--- config.mk ---
export PLATFORM = sky130hd
export DESIGN_NAME = multiplier_flat
export DESIGN_NICKNAME = d
export VERILOG_FILES = /design/src/rtl/multiplier_pkg.sv /design/src/rtl/multiplier_if.sv /design/src/rtl/mult_datapath.sv /design/src/rtl/multiplier.sv /design/src/flat_wrapper.sv
export SDC_FILE = /design/constraint.sdc
export NUM_CORES = 1
export LEC_CHECK = 0
export ABC_AREA = 1
export BUFFER_PORTS_ARGS = -buffer_cell sky130_fd_sc_hd__buf_4
export CAP_MARGIN = 25
export CORE_ASPECT_RATIO = 1.1
export CORE_MARGIN = 10
export CORE_UTILIZATION = 35
export DETAILED_ROUTE_END_ITERATION = 8
export HOLD_SLACK_MARGIN = 0.1
export PLACE_DENSITY = 0.56
export RECOVER_POWER = 50
export SKIP_CTS_REPAIR_TIMING = 1
export SLEW_MARGIN = 30
export SYNTH_ARGS = -nofsm -noshare
export SYNTH_HDL_FRONTEND = slang
export SYNTH_SLANG_ARGS = --single-unit
--- constraint.sdc ---
create_clock -name clk -period 1.75 [get_ports clk]
set_clock_uncertainty 0.2 [all_clocks]
set_input_delay 0.175 -clock clk [delete_from_list [all_inputs] [get_ports clk]]
set_output_delay 0.175 -clock clk [all_outputs]
set_load 0.01 [all_outputs]
--- src/rtl/multiplier_pkg.sv ---
// Shared widths and types for the shift-add multiplier.
package multiplier_pkg;
    localparam int N  = 8;
    localparam int PW = 2 * N;

    typedef logic [N-1:0]  opnd_t;
    typedef logic [PW-1:0] prod_t;

    // Zero-extend an operand to product width.
    function automatic prod_t widen(opnd_t v);
        return {{N{1'b0}}, v};
    endfunction
endpackage

--- src/rtl/multiplier_if.sv ---
// Operand/control/result bundle between the controller (master) and the multiplier (slave).
interface multiplier_if;
    import multiplier_pkg::*;

    opnd_t MP;
    opnd_t MC;
    logic  load;
    logic  enable;
    logic  Psel;
    logic  zero_flag;
    logic  b0;
    prod_t product;

    // load/enable are level controls sampled on each rising edge; there is no
    // valid/ready handshake. Completion is signalled by zero_flag going high.
    modport master (
        output MP, MC, load, enable, Psel,
        input  zero_flag, b0, product
    );

    modport slave (
        input  MP, MC, load, enable, Psel,
        output zero_flag, b0, product
    );
endinterface

--- src/rtl/mult_datapath.sv ---
// Shift registers and accumulator for the shift-add multiplier.
module mult_datapath
    import multiplier_pkg::*;
(
    input  logic  clk,
    input  logic  rst,
    input  logic  load_en,
    input  logic  step_en,
    input  logic  add_en,
    input  opnd_t mp_in,
    input  opnd_t mc_in,
    output opnd_t mp_q,
    output prod_t prod_q
);
    opnd_t mp_r;
    prod_t mc_r;
    prod_t prod_r;

    always_ff @(posedge clk or posedge rst) begin
        if (rst) begin
            mp_r   <= '0;
            mc_r   <= '0;
            prod_r <= '0;
        end else if (load_en) begin
            mp_r   <= mp_in;
            mc_r   <= widen(mc_in);
            prod_r <= '0;
        end else if (step_en) begin
            // Carry out of the 2N-bit sum is dropped; it cannot occur when add_en follows b0.
            if (add_en) begin
                prod_r <= prod_r + mc_r;
            end
            mc_r <= mc_r << 1;
            mp_r <= mp_r >> 1;
        end
    end

    assign mp_q   = mp_r;
    assign prod_q = prod_r;
endmodule

--- src/rtl/multiplier.sv ---
// Shift-add multiplier top: load/enable priority decode plus status outputs.
module multiplier
    import multiplier_pkg::*;
(
    input logic          clk,
    input logic          rst,
    multiplier_if.slave  bus
);
    opnd_t mp_q;
    prod_t prod_q;
    logic  load_en;
    logic  step_en;
    logic  zero_flag;

    assign zero_flag = (mp_q == '0);

    // load wins over enable; stepping stops by itself once the multiplier is exhausted.
    assign load_en = bus.load;
    assign step_en = !bus.load && bus.enable && !zero_flag;

    mult_datapath u_datapath (
        .clk     (clk),
        .rst     (rst),
        .load_en (load_en),
        .step_en (step_en),
        .add_en  (bus.Psel),
        .mp_in   (bus.MP),
        .mc_in   (bus.MC),
        .mp_q    (mp_q),
        .prod_q  (prod_q)
    );

    assign bus.zero_flag = zero_flag;
    assign bus.b0        = mp_q[0];
    assign bus.product   = prod_q;
endmodule

--- src/flat_wrapper.sv ---
// flat-port wrapper written by rule: the top's interface ports become plain ports
module multiplier_flat import multiplier_pkg::*;
  (clk, rst, bus_MP, bus_MC, bus_load, bus_enable, bus_Psel, bus_zero_flag, bus_b0, bus_product);
  multiplier_if bus_i ();
  input logic clk;
  input logic rst;
  input wire logic [$bits(bus_i.MP)-1:0] bus_MP;
  input wire logic [$bits(bus_i.MC)-1:0] bus_MC;
  input wire logic [$bits(bus_i.load)-1:0] bus_load;
  input wire logic [$bits(bus_i.enable)-1:0] bus_enable;
  input wire logic [$bits(bus_i.Psel)-1:0] bus_Psel;
  output wire logic [$bits(bus_i.zero_flag)-1:0] bus_zero_flag;
  output wire logic [$bits(bus_i.b0)-1:0] bus_b0;
  output wire logic [$bits(bus_i.product)-1:0] bus_product;
  assign bus_i.MP = bus_MP;
  assign bus_i.MC = bus_MC;
  assign bus_i.load = bus_load;
  assign bus_i.enable = bus_enable;
  assign bus_i.Psel = bus_Psel;
  assign bus_zero_flag = bus_i.zero_flag;
  assign bus_b0 = bus_i.b0;
  assign bus_product = bus_i.product;
  multiplier u_core (.clk(clk), .rst(rst), .bus(bus_i));
endmodule
# ---- After elaboration in Yosys (flattened, before gate mapping)
# Index checks and enable logic that the tools add are counted.
dict set report word_totals {
  wordCells 19
  rom_bits 0
  latch_bits 0
  mem_count 0
  register_bits 40
  mem_bits_rw 0
  out_inout_bits 18
  inputBits 21
}
dict set report op_classes {
  order_cmp 0
  n_shift 0
  n_mux 7
  div 0
  add_sub_neg 1
  n_mul 0
  n_bitwise 0
  n_reduce_logical 8
  n_eq_ne 0
}
# cell n
set ops {}
lappend ops {{$mux W16} 5}
lappend ops {{$add A16 B16 Y16} 1}
lappend ops {{$mux W8} 2}
lappend ops {{$logic_not A8 Y1} 1}
lappend ops {{$reduce_bool A2 Y1} 2}
lappend ops {{$logic_and A1 B1 Y1} 2}
lappend ops {{$logic_not A1 Y1} 2}
lappend ops {{$reduce_and A2 Y1} 1}

# ---- Logic depth before layout (Yosys ltp)
# Gate-level depths: netlist (run 1).
dict set report logic_depth {
  word_depth 5
  ltp_mapped 11
  depth_no_buf 11
}

# ---- Cells and area by module
# From an unflattened synthesis (run 1), not the netlist that was laid out.
dict set report hier_totals {
  hier_cells 357
  area_unflattened_um2 2581.2
}
# module n_inst seq_area_each_um2 area_per_inst_um2 cells_per_inst
set modules_own_cells {}
lappend modules_own_cells {mult_datapath 1 1001.0 2541.2 347}
lappend modules_own_cells {multiplier 1 0.0 40.0 10}

# ---- Worst setup path before layout (run 1)
# No wires, ideal clock.
dict set report synth_path {
  path_type {reg-to-reg}
  start {register u_core.u_datapath.prod_r[0], in the netlist u_core.u_datapath.prod_q[0]}
  end {register u_core.u_datapath.prod_r[12], in the netlist u_core.u_datapath.prod_q[12]}
  period_less_slack_ps 1863
  n_path_buf 0
  arrival_ps 1545
  stages_incl_launch_ff 12
  slack_ps -113
  setup_ps 117
  t_required_ps 1433
  cell_sequence {dfrtp_1 -> ha_1 -> inv_1 -> fa_1 -> inv_1 -> nand3_1 -> nand3_1 -> nand3_1 -> nand3_1 -> nand2_1 -> nand3_1 -> nand2_1}
}
dict set report synth_via {
  elab_chain_len 4
}
# item line_no
set synth_rtl {}
lappend synth_rtl {{from (decl)} mult_datapath.sv:17} ;# prod_t prod_r;
lappend synth_rtl {{from (signal assigned)} mult_datapath.sv:31} ;# prod_r <= prod_r + mc_r;
lappend synth_rtl {{$add A16 B16 Y16} mult_datapath.sv:31}
lappend synth_rtl {{$mux W16} mult_datapath.sv:30} ;# if (add_en) begin
lappend synth_rtl {{$mux W16} mult_datapath.sv:28} ;# end else if (step_en) begin
lappend synth_rtl {{$mux W16} mult_datapath.sv:24} ;# end else if (load_en) begin
# Every way passes these cells. The select of a mux whose other input is x is not followed.
# A chain may end at the register's enable or synchronous reset.

# ---- Worst setup path after layout (run 1)
dict set report layout_path {
  start {register u_core.u_datapath.mc_r[7]}
  end {register u_core.u_datapath.prod_r[14], in the netlist u_core.u_datapath.prod_q[14]}
}
dict set report layout_via {
  elab_chain_len 4
}
# item line_no
set layout_rtl {}
lappend layout_rtl {{from (decl)} mult_datapath.sv:16} ;# prod_t mc_r;
lappend layout_rtl {{from (signal assigned)} mult_datapath.sv:26} ;# mc_r <= widen(mc_in);
lappend layout_rtl {{from (signal assigned)} mult_datapath.sv:33} ;# mc_r <= mc_r << 1;
lappend layout_rtl {{$add A16 B16 Y16} mult_datapath.sv:31}
lappend layout_rtl {{$mux W16} mult_datapath.sv:30}
lappend layout_rtl {{$mux W16} mult_datapath.sv:28}
lappend layout_rtl {{$mux W16} mult_datapath.sv:24}
# Every way passes these cells. The select of a mux whose other input is x is not followed.

==> metrics.md, run 1 <==
| Metric | Value |
|---|---|
| Max_cap viols | 0 |
| Final Hold Slack | 0.1015 ns |
| Routed Antenna Nets | 0 |
| Share of layout cells above drive strength 1 | 0.3242 |
| All-layer global routing usage | 0.1321 |
| Count leader, synth | nand2_1 |
| Fin cells | 557 |
| Final Critical Period | 1.836 ns |
| Post-synthesis mux area share | 0 |
| Clock Path Buffers | 2 |
| M1 WL | 3342 um |
| CORE AREA | 7087 sq um |
| Final #Nets | 509 |
| Unrepaired setup endpoints after global routing | true |
| DRT Pass-1 Iters | 4 |
| Max_slew headroom | 0.3722 |
| Number of I/O port buffers | 38 |
| DR WL met2 | 3961 um |
| Clock tree sinks | 40 |
| Failing checks | setup timing |
| Synth Area in XOR/XNOR | 0.02721 |
| Worst-case reg-to-reg path depth | 10 |
| GRT overflow | 0 |
| FP Rows | 32 |
| Main combinational cell family by area after synthesis | simple AND/OR/NAND/NOR gates |
| Syn Nets | 403 |
| Cell area after synthesis | 2575 sq um |
| Via/cell ratio | 4.752 |
| Req. time, crit path | 1.75 ns |
| CTS clock-pin slew for the worst setup and hold paths | 0.08 ns |
| Post-synthesis sequential area ratio | 0.3887 |
| Antenna violations before repair | 0 |
| Worst-margin pin slew | 0.9417 ns |
| Async S/R FF share, synth | 1.000 |
| Root Driver | clkbuf_8 |
| H-tree levels | 2 |
| Die area | 11190 sq um |
| CTS tree | yes |
| Pwr dens | 665.9 nW/um^2 |
| Pleak | 2.117 nW |
| First-pass GRT wire length | 11830 um |
| Die width | 101.8 um |
| Hold Path Cell Cnt | 4 |
| Max FO, Critical Path | 4 |
| Post-synth top area share | 0.3887 |
| Io pins | 39 |
| Final setup viols | 5 |
| Initial Util | 0.3633 |
| Primary FF master, synth | dfrtp_1 |
| N_diodes | 0 |
| Initial DRC count | 112 |
| Synth area leaders | dfrtp_1, nand2_1, nand3_1 |
| Post-synth EDFFs | 0 |
| DRC viols | 0 |
| Period Utilization, post-route | 1.049 |
| Final HPWL DP | 5343 um |
| Simple-gate portion of the synthesized area | 0.3533 |
| Worst-skew pair later-pin latency | 0.30 ns |
| Synth cell types | 30 |
| Worst setup margin | -0.08602 ns |
| Top cell type by total area after synthesis | dfrtp_1 |
| Final Hold Fails | 0 |
| Vias in the first global route | 2479 |
| Syn_area_per_cell | 7.035 sq um |
| Vias | 2647 |
| DRT Wirelength | 7664 um |
| Final Power | 2.615 mW |
| Routability-driven placement congestion ratio | 0.8499 |
| Area Growth Syn to Fin | 52.53% |
| Yosys warning total | 0 |
| Nature of the critical path startpoint | flop |
| Placed insts | 524 |
| Largest net degree at the start of global routing | 41 |
| Die Ht | 110.0 um |
| Pre-CTS setup slack | -0.08310 ns |
| Syn Inst Count | 366 |
| Status | finished, violations left |
| Register bit count reported by yosys | 40 |
| DR WL met3 | 279 um |
| Num CTS Buffers | 5 |
| Slew Limit Fails | 0 |
| Arr. time, crit path | 1.83 ns |
| Synth Area in Compound Gates | 0.06122 |
| Hold crit path type | in -> reg |
| Highest routing layer actually used | met4 |
| Max VDD drop | 0.0003313 V |
| Peak Freq | 544.7 MHz |
| Setup CP Type | reg -> reg |
| Synth top cells by count | nand2_1, inv_1, nand3_1 |
| Wirelength per Cell | 13.76 um |
| Adder-Cell Fraction of Synth Area | 0.08066 |
| Crit end category | flop |
-- metal layers --
metal	vias to the layer above	track usage
met5	-	0
met4	0	0.03885
met3	8	0.03327
met2	43	0.2217
met1	1229	0.1633
li1	1367	-
-- path summary, 6_finish.rpt --
kind                                            from                           end  slack [ns]
setup / recovery           u_core.u_datapath.mc_r[7]  u_core.u_datapath.prod_q[14]       -0.09
setup reg to reg           u_core.u_datapath.mc_r[7]  u_core.u_datapath.prod_q[14]       -0.09
hold / removal                              bus_load     u_core.u_datapath.mp_q[7]        0.10
hold reg to reg            u_core.u_datapath.mp_q[7]     u_core.u_datapath.mp_q[7]        0.33
min in group asynchronous                        rst  u_core.u_datapath.prod_q[14]        0.52
max in group asynchronous                        rst   u_core.u_datapath.prod_q[5]        0.25
-- power breakdown --
group / leakage [nW] / internal, mW / switching [mW]
clock network: 0.0642 / 0.562 / 0.355
registers: 0.527 / 0.982 / 0.0601
logic: 1.53 / 0.338 / 0.319
-- per-stage QoR --
stage,util,cell area (sq um),TNS [ns]
3_3_place_gp,0.4619,3273,-0.2865
4_1_cts,0.4800,3402,-0.5142
2_1_floorplan,-,2603,-0.07621
5_1_grt,0.5542,3928,-1.353
3_5_place_dp,0.4619,3273,-0.3752
6_report,0.5542,3928,-0.3754
-- worst max-delay path: stages (launching register included) --
cell and delay [ns]:
dfrtp_1 0.43, ha_4 0.31, nand2_1 0.08, inv_1 0.08, nand2_1 0.07, nor3_1 0.21, nand2_2 0.10, nand2_1 0.08
nand2_1 0.04, nand3_1 0.06, nand2_1 0.06
-- cell families after synthesis --
| family | after synthesis |
|---|---|
| AO/OA/AOI/OAI | 26 |
| flip-flops | 40 |
| AND/OR/NAND/NOR | 219 |
| adder cells (fa/ha/maj) | 16 |
| XOR/XNOR | 8 |
| buffers and inverters | 57 |
-- flip-flops by register name, summed over array words and instances (netlist names) --
name / count
u_core.u_datapath.mc_r: 16
u_core.u_datapath.mp_q: 8
u_core.u_datapath.prod_q: 16
-- layout make-up --
type,instances,area (sq um)
fillers,689,3159
multi-input cells,269,1659
flip-flops and latches,40,1001
repair buffers,107,837.1
inverters,49,195.2
well taps,85,106.4
clock buffers,5,68.82
clock inverters,2,60.06
-- cells in the final DEF, fill, tap and decap left out, drive strengths merged, types with 3 or more instances in the layout --
master,instances
o211ai,3
ha,15
nor2,15
clkinv,3
buf,84
inv,46
nand2,152
nand3b,3
nor3,3
o21ai,11
clkbuf,9
xnor2,4
xor2,4
dfrtp,40
dlygate4sd3,19
a21oi,9
nand3,44
No activity file was read; power rests on OpenSTA's default activity.
==> run 2, diff against run 1 <==
--- a/config.mk
+++ b/config.mk
@@ -9,7 +9,6 @@
 export BUFFER_PORTS_ARGS = -buffer_cell sky130_fd_sc_hd__buf_4
 export CAP_MARGIN = 25
 export CORE_ASPECT_RATIO = 1.1
-export CORE_MARGIN = 10
 export CORE_UTILIZATION = 35
 export DETAILED_ROUTE_END_ITERATION = 8
 export HOLD_SLACK_MARGIN = 0.1
==> run 2 against run 1 <==
  * The flow still finishes with violations (setup timing)
  * Clock-buffer cell count increased by 1
  * Combinational power decreased by 1%
  * Worst setup slack got worse by 0.048 ns
  * Cell area down 0.67%
  * Via count increased by 0.26%
  * Die area is 31% lower
  * Wire length is 6.6% lower
  * Non-clock buffer count grew 3
  * Critical path depth increased by 1
  * Global-route usage increased by 4.9 points
  * Clock power shrank 29%
  * Maximum frequency decreased by 2.6%
  * Largest power group unchanged
==> metrics.md, run 2 (same netlist as run 1, synthesis figures left out) <==
| Metric | Value |
|---|---|
| Period Utilization, post-route | 1.077 (+0.02750) |
| CTS clock-pin slew for the worst setup and hold paths | 0.09 ns (about the same) |
| FP Rows | 32 (unchanged) |
| CP cell instances | ha_2, inv_2, fa_2, inv_2, nand3_2, nand3_2, nand2_1, nand2_1, xor2_1, nand2_1, nand2_1 |
| Die width | 83.78 um (-18%) |
| CP delay by family, top | adder cells |
| Most common library cell in the layout ignoring fill and taps | nand2_1 |
| Highest routing layer actually used | met4 |
| Antenna violations before repair | 0 (unchanged) |
| Clock tree sinks | 40 (unchanged) |
| DR WL met3 | 291 um (+4.3%) |
| Max FO, Critical Path | 3 (-1) |
| CORE AREA | 7047 sq um (-0.56%) |
| Die area | 7704 sq um (-31%) |
| H-tree levels | 2 (unchanged) |
| Setup CP Type | reg -> reg |
| Worst-skew pair later-pin latency | 0.30 ns (about the same) |
| Vias | 2654 (+0.26%) |
| Io pins | 39 (unchanged) |
| Status | finished, violations left |
| Req. time, crit path | 1.79 ns (+0.04 ns) |
| Wirelength per Cell | 12.73 um (-7.5%) |
| Vias in the first global route | 2453 (-1.0%) |
| DRT Pass-1 Iters | 4 (unchanged) |
| Die Ht | 91.96 um (-16%) |
| Failing checks | setup timing |
| DR WL met2 | 3687 um (-6.9%) |
| Max_slew headroom | 0.3859 (+0.01372) |
| Worst setup margin | -0.1341 ns (-0.04812 ns) |
| Buf/Inv on CP | 2 (+1) |
| Worst-case reg-to-reg path depth | 11 (+1) |
| Most frequent cells in the layout | nand2_1, buf_4, inv_1, dfrtp_1, nand3_1 |
| Most common cell on crit path | nand2_1 |
| Routability-driven placement congestion ratio | 0.8280 (-2.6%) |
| GRT overflow | 0 (unchanged) |
| Number of I/O port buffers | 38 (unchanged) |
| N_diodes | 0 (unchanged) |
| CP peak stage delay | 0.37 ns (-0.06 ns) |
| Max_cap viols | 0 (unchanged) |
| Hold Path Cell Cnt | 4 (unchanged) |
| Pleak | 2.081 nW (-1.7%) |
| DRT Wirelength | 7155 um (-6.6%) |
| Hold crit path type | in -> reg |
| Initial DRC count | 103 (-8.0%) |
| Via/cell ratio | 4.722 (-0.63%) |
| Root Driver | clkbuf_8 |
| Final Power | 2.340 mW (-11%) |
| First-pass GRT wire length | 11130 um (-5.9%) |
| Final setup viols | 6 (+1) |
| Initial Util | 0.3654 (+0.002065) |
| Largest net degree at the start of global routing | 41 (unchanged) |
| Num CTS Buffers | 5 (unchanged) |
| DRC viols | 0 (unchanged) |
| Routed Antenna Nets | 0 (unchanged) |
| Max VDD drop | 0.0003584 V (+8.2%) |
| Slew Limit Fails | 0 (unchanged) |
| Share of layout cells above drive strength 1 | 0.3333 (+0.009181) |
| Final Hold Slack | 0.1087 ns (+0.007195 ns) |
| Pwr dens | 599.9 nW/um^2 (-9.9%) |
| Crit end category | flop |
| Clock Path Buffers | 2 (unchanged) |
| Unrepaired setup endpoints after global routing | true |
| Area Growth Syn to Fin | 51.51% |
| Final Critical Period | 1.884 ns (+0.04812 ns) |
| Nature of the critical path startpoint | flop |
| Arr. time, crit path | 1.92 ns (+0.09 ns) |
| All-layer global routing usage | 0.1808 (+0.04875) |
| Peak Freq | 530.7 MHz (-2.6%) |
| CTS tree | yes |
| Crit. path cell count | 11 (+1) |
| Final Hold Fails | 0 (unchanged) |
| TNS Setup | -0.5784 ns (-0.2029 ns) |
| M1 WL | 3119 um (-6.7%) |
| Final #Nets | 513 (+0.79%) |
| Pre-CTS setup slack | -0.1110 ns (-0.02790 ns) |
| Final HPWL DP | 4894 um (-8.4%) |
| Slowest cell on crit path | dfrtp_1 |
| Worst-margin pin slew | 0.9211 ns (-0.02058 ns) |
[run 2: cell count changes in the layout (fill, tap and decap cells not counted), sizes merged]
cell / change
buf: +4
bufinv: -2
clkinv: +2
clkinvlp: +1
[run 2: cell type report]
type,instances,area [sq um]
Fill cell,664,3146
Tap cell,85,106.4
Clock buffer,6,72.57
Clock inverter,2,16.27
Inverter,49,190.2
Timing Repair Buffer,110,863.3
Timing Repair inverter,1,8.758
Sequential cell,40,1001
Multi-Input combinational cell,269,1643
[run 2: metrics by stage]
| step | std cells | area (sq um) | utilization |
|---|---|---|---|
| floorplan | 366 | 2603 | - |
| global placement | 524 | 3273 | 0.4645 |
| detailed placement | 524 | 3273 | 0.4645 |
| CTS | 532 | 3362 | 0.4771 |
| global route | 562 | 3901 | 0.5536 |
| finish | 562 | 3901 | 0.5536 |
[run 2: layer usage]
| layer | vias to the layer above | track usage |
|---|---|---|
| met4 | 0 | 0.04802 |
| met3 | 5 | 0.02610 |
| li1 | 1369 | - |
| met1 | 1234 | 0.2357 |
| met2 | 46 | 0.3130 |
| met5 | - | 0 |
[run 2: path summary, 6_finish.rpt]
kind	slack [ns]	to	startpoint
worst min register to register	0.33	u_core.u_datapath.mp_q[7]	u_core.u_datapath.mp_q[7]
max in group asynchronous	0.25	u_core.u_datapath.prod_q[4]	rst
worst min-delay path	0.11	u_core.u_datapath.mp_q[7]	bus_load
min in group asynchronous	0.52	u_core.u_datapath.mc_r[13]	rst
worst max-delay path	-0.13	u_core.u_datapath.prod_q[8]	u_core.u_datapath.mc_r[0]
worst max register to register	-0.13	u_core.u_datapath.prod_q[8]	u_core.u_datapath.mc_r[0]
[run 2: power by group]
part           internal, mW  switching (mW)
sequential            0.982          0.0587
combinational         0.341           0.309
clock                 0.285           0.366
total                  1.61           0.733
[run 2: worst register-to-register path, delay by kind of cell, from the launching register on]
family / cells / cell delay (ns)
fa+ha+maj: 2 / 0.56
simple gates: 6 / 0.44
flops: 1 / 0.37
buf+inv: 2 / 0.13
xor+xnor: 1 / 0.13
==> run 3, diff against run 2 <==
--- a/config.mk
+++ b/config.mk
@@ -11,6 +11,7 @@
 export CORE_ASPECT_RATIO = 1.1
 export CORE_UTILIZATION = 35
 export DETAILED_ROUTE_END_ITERATION = 8
+export GPL_TIMING_DRIVEN = 0
 export HOLD_SLACK_MARGIN = 0.1
 export PLACE_DENSITY = 0.56
 export RECOVER_POWER = 50
==> run 3 against run 2 <==
  * Sequential power hardly changed
  * Die area stayed put
  * Via count is 0.72% higher
  * Worst setup slack worse by 0.0034 ns
  * Maximum frequency is 0.18% lower
  * The flow still finishes with violations (setup timing)
  * Largest power group unchanged
  * Cell area is 0.38% lower
  * Final cell count is 2.3% lower
==> metrics.md, run 3 (same netlist as run 1, synthesis figures left out) <==
| Metric | Value |
|---|---|
| Pleak | 2.009 nW (-3.5%) |
| Pre-CTS setup slack | -0.1767 ns (-0.06566 ns) |
| Most frequent cells in the layout | nand2_1, buf_4, inv_1 |
| Worst-margin pin slew | 0.5659 ns (-0.3552 ns) |
| Max_slew headroom | 0.6223 (+0.2364) |
| Final Hold Fails | 0 (unchanged) |
| Nature of the critical path startpoint | flop |
| Antenna violations before repair | 0 (unchanged) |
| Vias in the first global route | 2320 (-5.4%) |
| Num CTS Buffers | 5 (unchanged) |
| Final Critical Period | 1.888 ns (+0.003445 ns) |
| Fin cells | 549 (-2.3%) |
| Period Utilization, post-route | 1.079 (+0.001969) |
| DRC viols | 0 (unchanged) |
| Status | finished, violations left |
| Area of the multi-input gates | 1635 sq um (-0.46%) |
| Share of layout cells above drive strength 1 | 0.3211 (-0.01221) |
| Final #Nets | 501 (-2.3%) |
| Initial Util | 0.3654 (unchanged) |
| Initial DRC count | 127 (+23%) |
| Filler instances | 680 (+2.4%) |
| All-layer global routing usage | 0.1804 (-0.0004194) |
| Worst-skew pair later-pin latency | 0.31 ns (about the same) |
| DRT Wirelength | 7457 um (+4.2%) |
| Slowest cell on crit path | dfrtp_1 |
| Number of I/O port buffers | 37 (-2.6%) |
| Die Ht | 91.96 um (unchanged) |
| Peak Freq | 529.8 MHz (-0.18%) |
| Worst setup margin | -0.1376 ns (-0.003445 ns) |
| Worst-case reg-to-reg path depth | 11 (unchanged) |
| N_diodes | 0 (unchanged) |
| CORE AREA | 7047 sq um (unchanged) |
| Design Area, Final | 3886 sq um (-0.38%) |
| Area Growth Syn to Fin | 50.92% |
| Most common cell on crit path | nand2_1 |
| H-tree levels | 2 (unchanged) |
| Most common library cell in the layout ignoring fill and taps | nand2_1 |
| CTS clock-pin slew for the worst setup and hold paths | 0.09 ns (about the same) |
| Largest net degree at the start of global routing | 28 (-32%) |
| Final Power | 2.613 mW (+12%) |
| Final HPWL DP | 5004 um (+2.3%) |
| Arr. time, crit path | 1.94 ns (+0.02 ns) |
| Final setup viols | 6 (unchanged) |
| Die width | 83.78 um (unchanged) |
| Routability-driven placement congestion ratio | 0.8629 (+4.2%) |
| Max FO, Critical Path | 3 (unchanged) |
| Wirelength per Cell | 13.58 um (+6.7%) |
| FP Rows | 32 (unchanged) |
| Placed cell areas | 3007 sq um (-8.1%) |
| Storage cell area | 1011 sq um (+1.0%) |
| CTS tree | yes |
| Clock tree sinks | 40 (unchanged) |
| Crit. path cell count | 11 (unchanged) |
| Setup CP Type | reg -> reg |
| Hold crit path type | in -> reg |
| Final Hold Slack | 0.1061 ns (-0.002628 ns) |
| Max VDD drop | 0.0003301 V (-7.9%) |
| Vias | 2673 (+0.72%) |
| Max_cap viols | 0 (unchanged) |
| First-pass GRT wire length | 10890 um (-2.2%) |
| Pwr dens | 672.3 nW/um^2 (+12%) |
| Die area | 7704 sq um (unchanged) |
| Via/cell ratio | 4.869 (+3.1%) |
| Placed insts | 489 (-6.7%) |
| Failing checks | setup timing |
| CP cell instances | ha_2, inv_2, fa_2, inv_2, nand3_2, nand3_2, nand2_1, nand2_1, xor2_1, nand2_1, nand2_1 |
| Unrepaired setup endpoints after global routing | true |
| Hold Path Cell Cnt | 3 (-1) |
| Req. time, crit path | 1.80 ns (about the same) |
| CP peak stage delay | 0.38 ns (about the same) |
| GRT overflow | 0 (unchanged) |
| Crit end category | flop |
| Clock Path Buffers | 2 (unchanged) |
| DRT Pass-1 Iters | 5 (+1) |
| Io pins | 39 (unchanged) |
| Buf/Inv on CP | 2 (unchanged) |
| Slew Limit Fails | 0 (unchanged) |
| Routed Antenna Nets | 0 (unchanged) |
| Root Driver | clkbuf_8 |
| CP delay by family, top | adder cells |
-- run 3: changes by cell type in the layout (fill, tap and decap cells not counted), sizes merged --
| cell | change |
|---|---|
| buf | -20 |
| bufinv | +2 |
| clkbuf | +3 |
| clkinv | -4 |
| clkinvlp | -1 |
| dlygate4sd3 | +5 |
| inv | +2 |
-- run 3: worst register-to-register path: stages (launching register included) --
cell and delay, ns:
dfrtp_1 0.38, ha_2 0.20, inv_2 0.04, fa_2 0.36, inv_2 0.08, nand3_2 0.06
nand3_2 0.10, nand2_1 0.06, nand2_1 0.08, xor2_1 0.15, nand2_1 0.07, nand2_1 0.06
-- run 3: final timing paths --
check	start	to	slack, ns
setup / recovery	u_core.u_datapath.prod_q[0]	u_core.u_datapath.prod_q[8]	-0.14
min in group asynchronous	rst	u_core.u_datapath.prod_q[12]	0.27
max in group asynchronous	rst	u_core.u_datapath.mc_r[6]	0.21
hold / removal	bus_load	u_core.u_datapath.mc_r[1]	0.11
hold reg to reg	u_core.u_datapath.prod_q[0]	u_core.u_datapath.prod_q[0]	0.32
setup reg to reg	u_core.u_datapath.prod_q[0]	u_core.u_datapath.prod_q[8]	-0.14
-- run 3: report_power, final --
part	switching (mW)	internal, mW
logic	0.298	0.323
clock network	0.376	0.562
registers	0.0683	0.985
total	0.742	1.87
-- run 3: area by class of cell --
class                   count  area share
clock inverters             2     0.01545
inverters                  49     0.04926
clock buffers               5     0.01771
flip-flops and latches     40      0.2601
well taps                  85     0.02737
plain buffers               8     0.01256
multi-input cells         269      0.4208
repair buffers             91      0.1967
-- run 3: stage by stage --
step / util / setup TNS (ns)
2_1_floorplan: - / -0.07621
3_3_place_gp: 0.4238 / -9.183
3_5_place_dp: 0.4267 / -1.030
4_1_cts: 0.4450 / -1.317
5_1_grt: 0.5515 / -2.032
6_report: 0.5515 / -0.6044
-- run 3: per-layer routing --
layer | GRT usage | wire length, um | share of wire | vias to the layer above
met5 | 0 | 0 | 0 | -
met4 | 0.06497 | 138 | 0.019 | 0
met3 | 0.03420 | 234 | 0.031 | 14
met2 | 0.3110 | 3804 | 0.51 | 47
met1 | 0.2242 | 3279 | 0.44 | 1262
li1 | - | - | - | 1350
